==> src/rtl/skel_clock_gen.sv <==
// Multi-channel programmable clock divider with per-channel rise/fall strobes,
// a valid/ready ratio-update port and a common-phase restart.

module skel_clock_gen_ch #(
    parameter int CNT_W   = 8,
    parameter int DEF_DIV = 2
) (
    input  logic             clock,
    input  logic             reset,
    input  logic             run_d,
    input  logic             zero_cnt,
    input  logic             apply,
    input  logic [CNT_W-1:0] apply_div,
    output logic             at_bnd,
    output logic             div_zero,
    output logic             clk_out,
    output logic             rise_stb,
    output logic             fall_stb
);
    logic [CNT_W-1:0] cnt_q, cnt_d;
    logic [CNT_W-1:0] div_q, div_d;
    logic [CNT_W:0]   hi_d;
    logic             clk_q, clk_d;
    logic             rise_q, rise_d;
    logic             fall_q, fall_d;

    always_comb begin
        div_zero = (div_q == '0);
        at_bnd   = !div_zero && (cnt_q == div_q - CNT_W'(1));
        div_d    = div_q;
        if (zero_cnt || div_zero || at_bnd) cnt_d = '0;
        else                                cnt_d = cnt_q + CNT_W'(1);
        // A ratio change always restarts the period, so no phase is cut short.
        if (apply) begin
            div_d = apply_div;
            cnt_d = '0;
        end
        hi_d   = ({1'b0, div_d} + (CNT_W+1)'(1)) >> 1;
        clk_d  = run_d && (div_d != '0) && ({1'b0, cnt_d} < hi_d);
        rise_d = run_d && (div_d != '0) && (cnt_d == '0);
        fall_d = run_d && (div_d >= CNT_W'(2)) && ({1'b0, cnt_d} == hi_d);
    end

    always_ff @(posedge clock or negedge reset) begin
        if (!reset) begin
            cnt_q  <= '0;
            div_q  <= CNT_W'(DEF_DIV);
            clk_q  <= 1'b0;
            rise_q <= 1'b0;
            fall_q <= 1'b0;
        end else begin
            cnt_q  <= cnt_d;
            div_q  <= div_d;
            clk_q  <= clk_d;
            rise_q <= rise_d;
            fall_q <= fall_d;
        end
    end

    assign clk_out  = clk_q;
    assign rise_stb = rise_q;
    assign fall_stb = fall_q;
endmodule

module skel_clock_gen #(
    parameter int NUM_CH  = 4,
    parameter int CNT_W   = 8,
    parameter int DEF_DIV = 2,
    parameter int CH_W    = (NUM_CH > 1) ? $clog2(NUM_CH) : 1
) (
    input  logic              clock,
    input  logic              reset,
    input  logic              enable,
    input  logic              sync_restart,
    input  logic              cfg_valid,
    output logic              cfg_ready,
    input  logic [CH_W-1:0]   cfg_ch,
    input  logic [CNT_W-1:0]  cfg_div,
    output logic [NUM_CH-1:0] clk_out,
    output logic [NUM_CH-1:0] rise_stb,
    output logic [NUM_CH-1:0] fall_stb,
    output logic              err_stb,
    output logic              running
);
    typedef enum logic {IDLE, RUN} state_t;

    state_t            state_q, state_d;
    logic              pend_q, pend_d;
    logic [CH_W-1:0]   pch_q, pch_d;
    logic [CNT_W-1:0]  pdiv_q, pdiv_d;
    logic              err_q, err_d;
    logic              accept, ch_bad, zero_cnt, force_apply;
    logic [NUM_CH-1:0] at_bnd, div_zero, apply;

    assign cfg_ready   = !pend_q;
    assign accept      = cfg_valid && cfg_ready;
    assign ch_bad      = {1'b0, cfg_ch} >= (CH_W+1)'(NUM_CH);
    assign zero_cnt    = (state_q == IDLE) || !enable || sync_restart;
    assign force_apply = (state_q == IDLE) || sync_restart;

    always_comb begin
        state_d = state_q;
        case (state_q)
            IDLE:    if (enable)  state_d = RUN;
            RUN:     if (!enable) state_d = IDLE;
            default: state_d = IDLE;
        endcase
    end

    // Pending update is held until its channel can take it without a glitch.
    always_comb begin
        pend_d = pend_q;
        pch_d  = pch_q;
        pdiv_d = pdiv_q;
        err_d  = accept && ch_bad;
        if (|apply) pend_d = 1'b0;
        if (accept && !ch_bad) begin
            pend_d = 1'b1;
            pch_d  = cfg_ch;
            pdiv_d = cfg_div;
        end
    end

    always_ff @(posedge clock or negedge reset) begin
        if (!reset) begin
            state_q <= IDLE;
            pend_q  <= 1'b0;
            pch_q   <= '0;
            pdiv_q  <= '0;
            err_q   <= 1'b0;
        end else begin
            state_q <= state_d;
            pend_q  <= pend_d;
            pch_q   <= pch_d;
            pdiv_q  <= pdiv_d;
            err_q   <= err_d;
        end
    end

    for (genvar i = 0; i < NUM_CH; i++) begin : g_ch
        assign apply[i] = pend_q && (pch_q == CH_W'(i)) &&
                          (force_apply || at_bnd[i] || div_zero[i]);

        skel_clock_gen_ch #(
            .CNT_W   (CNT_W),
            .DEF_DIV (DEF_DIV)
        ) u_ch (
            .clock     (clock),
            .reset     (reset),
            .run_d     (state_d == RUN),
            .zero_cnt  (zero_cnt),
            .apply     (apply[i]),
            .apply_div (pdiv_q),
            .at_bnd    (at_bnd[i]),
            .div_zero  (div_zero[i]),
            .clk_out   (clk_out[i]),
            .rise_stb  (rise_stb[i]),
            .fall_stb  (fall_stb[i])
        );
    end

    assign err_stb = err_q;
    assign running = (state_q == RUN);
endmodule

==> config.mk <==
export PLATFORM = sky130hd
export DESIGN_NAME = skel_clock_gen
export DESIGN_NICKNAME = d
export VERILOG_FILES = /design/src/rtl/skel_clock_gen.sv
export SDC_FILE = /design/constraint.sdc
export NUM_CORES = 1
export LEC_CHECK = 0
export BUFFER_PORTS_ARGS = -buffer_cell sky130_fd_sc_hd__buf_2
export CORE_ASPECT_RATIO = 1.75
export CORE_MARGIN = 2
export CORE_UTILIZATION = 38
export DETAILED_ROUTE_END_ITERATION = 16
export SYNTH_ARGS = -nofsm -noshare
export SYNTH_HDL_FRONTEND = slang
export SYNTH_SLANG_ARGS = --single-unit
==> constraint.sdc <==
create_clock -name clock -period 6.6 [get_ports clock]
set_input_delay 1.32 -clock clock [delete_from_list [all_inputs] [get_ports clock]]
set_output_delay 1.32 -clock clock [all_outputs]
set_load 0.02 [all_outputs]
==> results_dict.tcl <==
set metrics [dict create \
    path_cells "inv_1 -> ha_1 -> o21ba_2 -> a221oi_1 -> a41oi_1 -> a2111o_1 -> a211oi_4 -> buf_4 -> nor2_1 -> a21o_1 -> ha_1 -> xnor2_1 -> ha_1 -> nor2b_1 -> o21a_1 -> o21a_1 -> o21a_1 -> o21ai_0 -> a21oi_1 -> a2111oi_0" \
    seq_area_mm2 0.002207 \
    crit_arrival_ns 5.17 \
    fin_cells 1012 \
    critical-path-slowest-cell "dfstp_2" \
    dieArea_mm2 0.01949 \
    die_h_um 183.2 \
    holdWs_ns 0.5585 \
    maxCapViolCount 0 \
    finalCritPeriodShare_pct 75.33 \
    synthTopCellsByArea "dfrtp_1 30%, ha_1 10%, xnor2_1 7.7%" \
    fill_cells 1824 \
    crit_path_start_kind "register" \
    p_leak_nw 3.151 \
    drt.antenna.violating_nets 0 \
    core_mm2 0.01797 \
    grt_usage_pct 18.79 \
    finalMaxSlewViolations 0 \
    comb_power_share_pct 48.5 \
    ys_warn_count 0 \
    synth_seq_cells 88 \
    drc 0 \
    critical_path.top_delay_family "compound AO/OA/AOI/OAI gates" \
    fmaxAchievable_mhz 201.1 \
    area.growth.synth_to_final_pct 6.480 \
    internal_power_mw 1.715 \
    postPlaceCellArea_mm2 0.007114 \
    top_usage_layer "met2" \
    globalRouteOverflowTotal 0 \
    cts_setup_buffers 0 \
    syn_area_mm2 0.006970 \
    row_count 65 \
    hp-class "register to register" \
    met2_usage_pct 36.44 \
    path_clk_slew_ns 0.06 \
    fin_setup_tns_ns 0 \
    cp_slowest_stage_delay_ns 0.58 \
    wl_per_cell_um 17.32 \
    layout-drive-gt1-share_pct 13.11 \
    r2r-start "g_ch[1].u_ch.div_q[1]" \
    netlist_top_cells_count "84 x dfrtp_1, 81 x nor2_1, 61 x xnor2_1" \
    startpoint "g_ch[1].u_ch.div_q[1]" \
    viasPerCell 5.436 \
    clockBufferDepth 2 \
    power_mw 3.099 \
    finalCriticalPeriod_ns 4.972 \
    ys_seq_area_share_pct 31.66 \
    status "complete, no violations" \
    slew_headroom_pct 37.26 \
    dp_slack_ns 1.647 \
    hold_viol 0 \
    synth_most_common_cell "dfrtp_1" \
    cts-root-buf "clkbuf_16" \
    syn-num-nets 870 \
    grt_pass1_vias 5475 \
    cts_tree "done" \
    clkSinkCount 88 \
    synth_edf_count 0 \
    hpwl_um 13390 \
    ys_types 62 \
    final_area_mm2 0.007422 \
    n_antenna_cell 0 \
    cts_buffers 9 \
    holdBufCountCts 0 \
    multi_input_area_mm2 0.004337 \
    utilization_pct 41.29 \
    nNetsFinal 844 \
    skew_ns 0.006596 \
    grtUsageMet1_pct 20.64 \
    cts_resized 0 \
    clockPowerShare_pct 17.2 \
    avgSynthCellArea_um2 8.724 \
    rsz0062_at_grt "false" \
    worst_hold_startpoint "g_ch[3].u_ch.cnt_q[0]" \
    place_congestion 0.9151 \
    dr.pass1.iters 5 \
    ioPinCount 30 \
    drt_iter0_markers 248 \
    seqPwrFrac_pct 34.3 \
    h-tree-depth 3 \
    tightest_slew_ns 0.9325 \
    swShare_pct 44.66 \
    power_density_mw_per_mm2 417.6 \
    dpl.cell_count 996 \
    switchingPower_mw 1.384 \
    use_met3_pct 2.132 \
    cp.buffers_inverters 2 \
    vias 5501 \
    antenna_found_initial 0 \
    finalWirelength_um 17530 \
    setup_violations 0 \
    required_ns 6.80 \
    synth_top_area_share_pct 30.16 \
    initial_core_util_pct 38.78 \
    syn_inst 799 \
    portBuffers 28 \
    clkLatencyLatePin_ns 0.35 \
    crit_type "register to register" \
    yosysTopAreaCell "dfrtp_1" \
    worstSetupEndpointType "register" \
    grt_pass1_wl_um 28690 \
    die_x_um 106.4 \
    peakVddDrop_mv 0.1296 \
    cp_max_fo 25 \
    synthArstFlopShare_pct 100.0 \
    finalWorstSetupSlack_ns 1.628 \
    grt_max_degree 65 \
    yosys_most_used_dff "dfrtp_1" \
]
==> worst paths after layout <==
| path | end | slack, ns | cells after the start |
|---|---|---|---|
| max in group asynchronous | g_ch[1].u_ch.div_q[4] | 4.51 | 2 |
| worst min register to register | g_ch[3].u_ch.cnt_q[0] | 0.56 | 1 |
| worst min-delay path | g_ch[3].u_ch.cnt_q[0] | 0.56 | 1 |
| worst max register to register | g_ch[1].u_ch.clk_out | 1.63 | 20 |
| min in group asynchronous | g_ch[2].u_ch.cnt_q[6] | 0.87 | 1 |
| worst max-delay path | g_ch[1].u_ch.clk_out | 1.63 | 20 |
==> state kept, by name, indices dropped and copies added (netlist names) <==
signal / count
pch_q: 2
running: 1
g_ch.u_ch.div_q: 32
g_ch.u_ch.clk_out: 4
g_ch.u_ch.fall_stb: 4
g_ch.u_ch.rise_stb: 4
pdiv_q: 8
pend_q: 1
g_ch.u_ch.cnt_q: 32
==> area by class of cell <==
cell class	count	share of cell area, %
repair buffers	33	2.428
multi-input cells	615	58.43
flip-flops and latches	88	29.74
well taps	234	3.945
inverters	26	1.315
clock buffers	10	3.220
clock inverters	6	0.9272
==> power by group through the flow <==
| stage | clock, mW | combinational [mW] | sequential, mW |
|---|---|---|---|
| 2_1_floorplan | 0 | 1.41 | 0.783 |
| 3_3_place_gp | 0 | 1.49 | 1.07 |
| 3_5_place_dp | 0 | 1.50 | 1.07 |
| 4_1_cts | 0.546 | 1.51 | 1.06 |
| 5_1_grt | 0.567 | 1.69 | 1.09 |
| 6_report | 0.534 | 1.50 | 1.06 |
==> layer usage <==
metal | routed length [um] | vias up
met4 | 406 | 0
li1 | - | 2724
met1 | 6922 | 2672
met3 | 383 | 24
met5 | 0 | -
met2 | 9814 | 81
==> cells in the final DEF, fill, tap and decap left out, types with 26 or more instances in the layout <==
| master | count |
|---|---|
| dfrtp_1 | 84 |
| nor2_1 | 81 |
| xnor2_1 | 61 |
| nand2_1 | 60 |
| ha_1 | 56 |
| nand3_1 | 46 |
| xor2_1 | 38 |
| mux2_2 | 36 |
| o21ai_0 | 28 |
| buf_2 | 27 |
| inv_1 | 26 |
==> kinds of logic after synthesis <==
logic type / count (synthesis) / share of synthesized area, %
buf+inv: 96 / 6.193
flops: 88 / 31.66
compound gates: 111 / 10.64
mux: 48 / 7.539
xor+xnor: 99 / 12.44
other cells: 1 / 0.05380
fa+ha+maj: 56 / 10.05
simple gates: 300 / 21.41
Power figures use the tool's default switching activity.
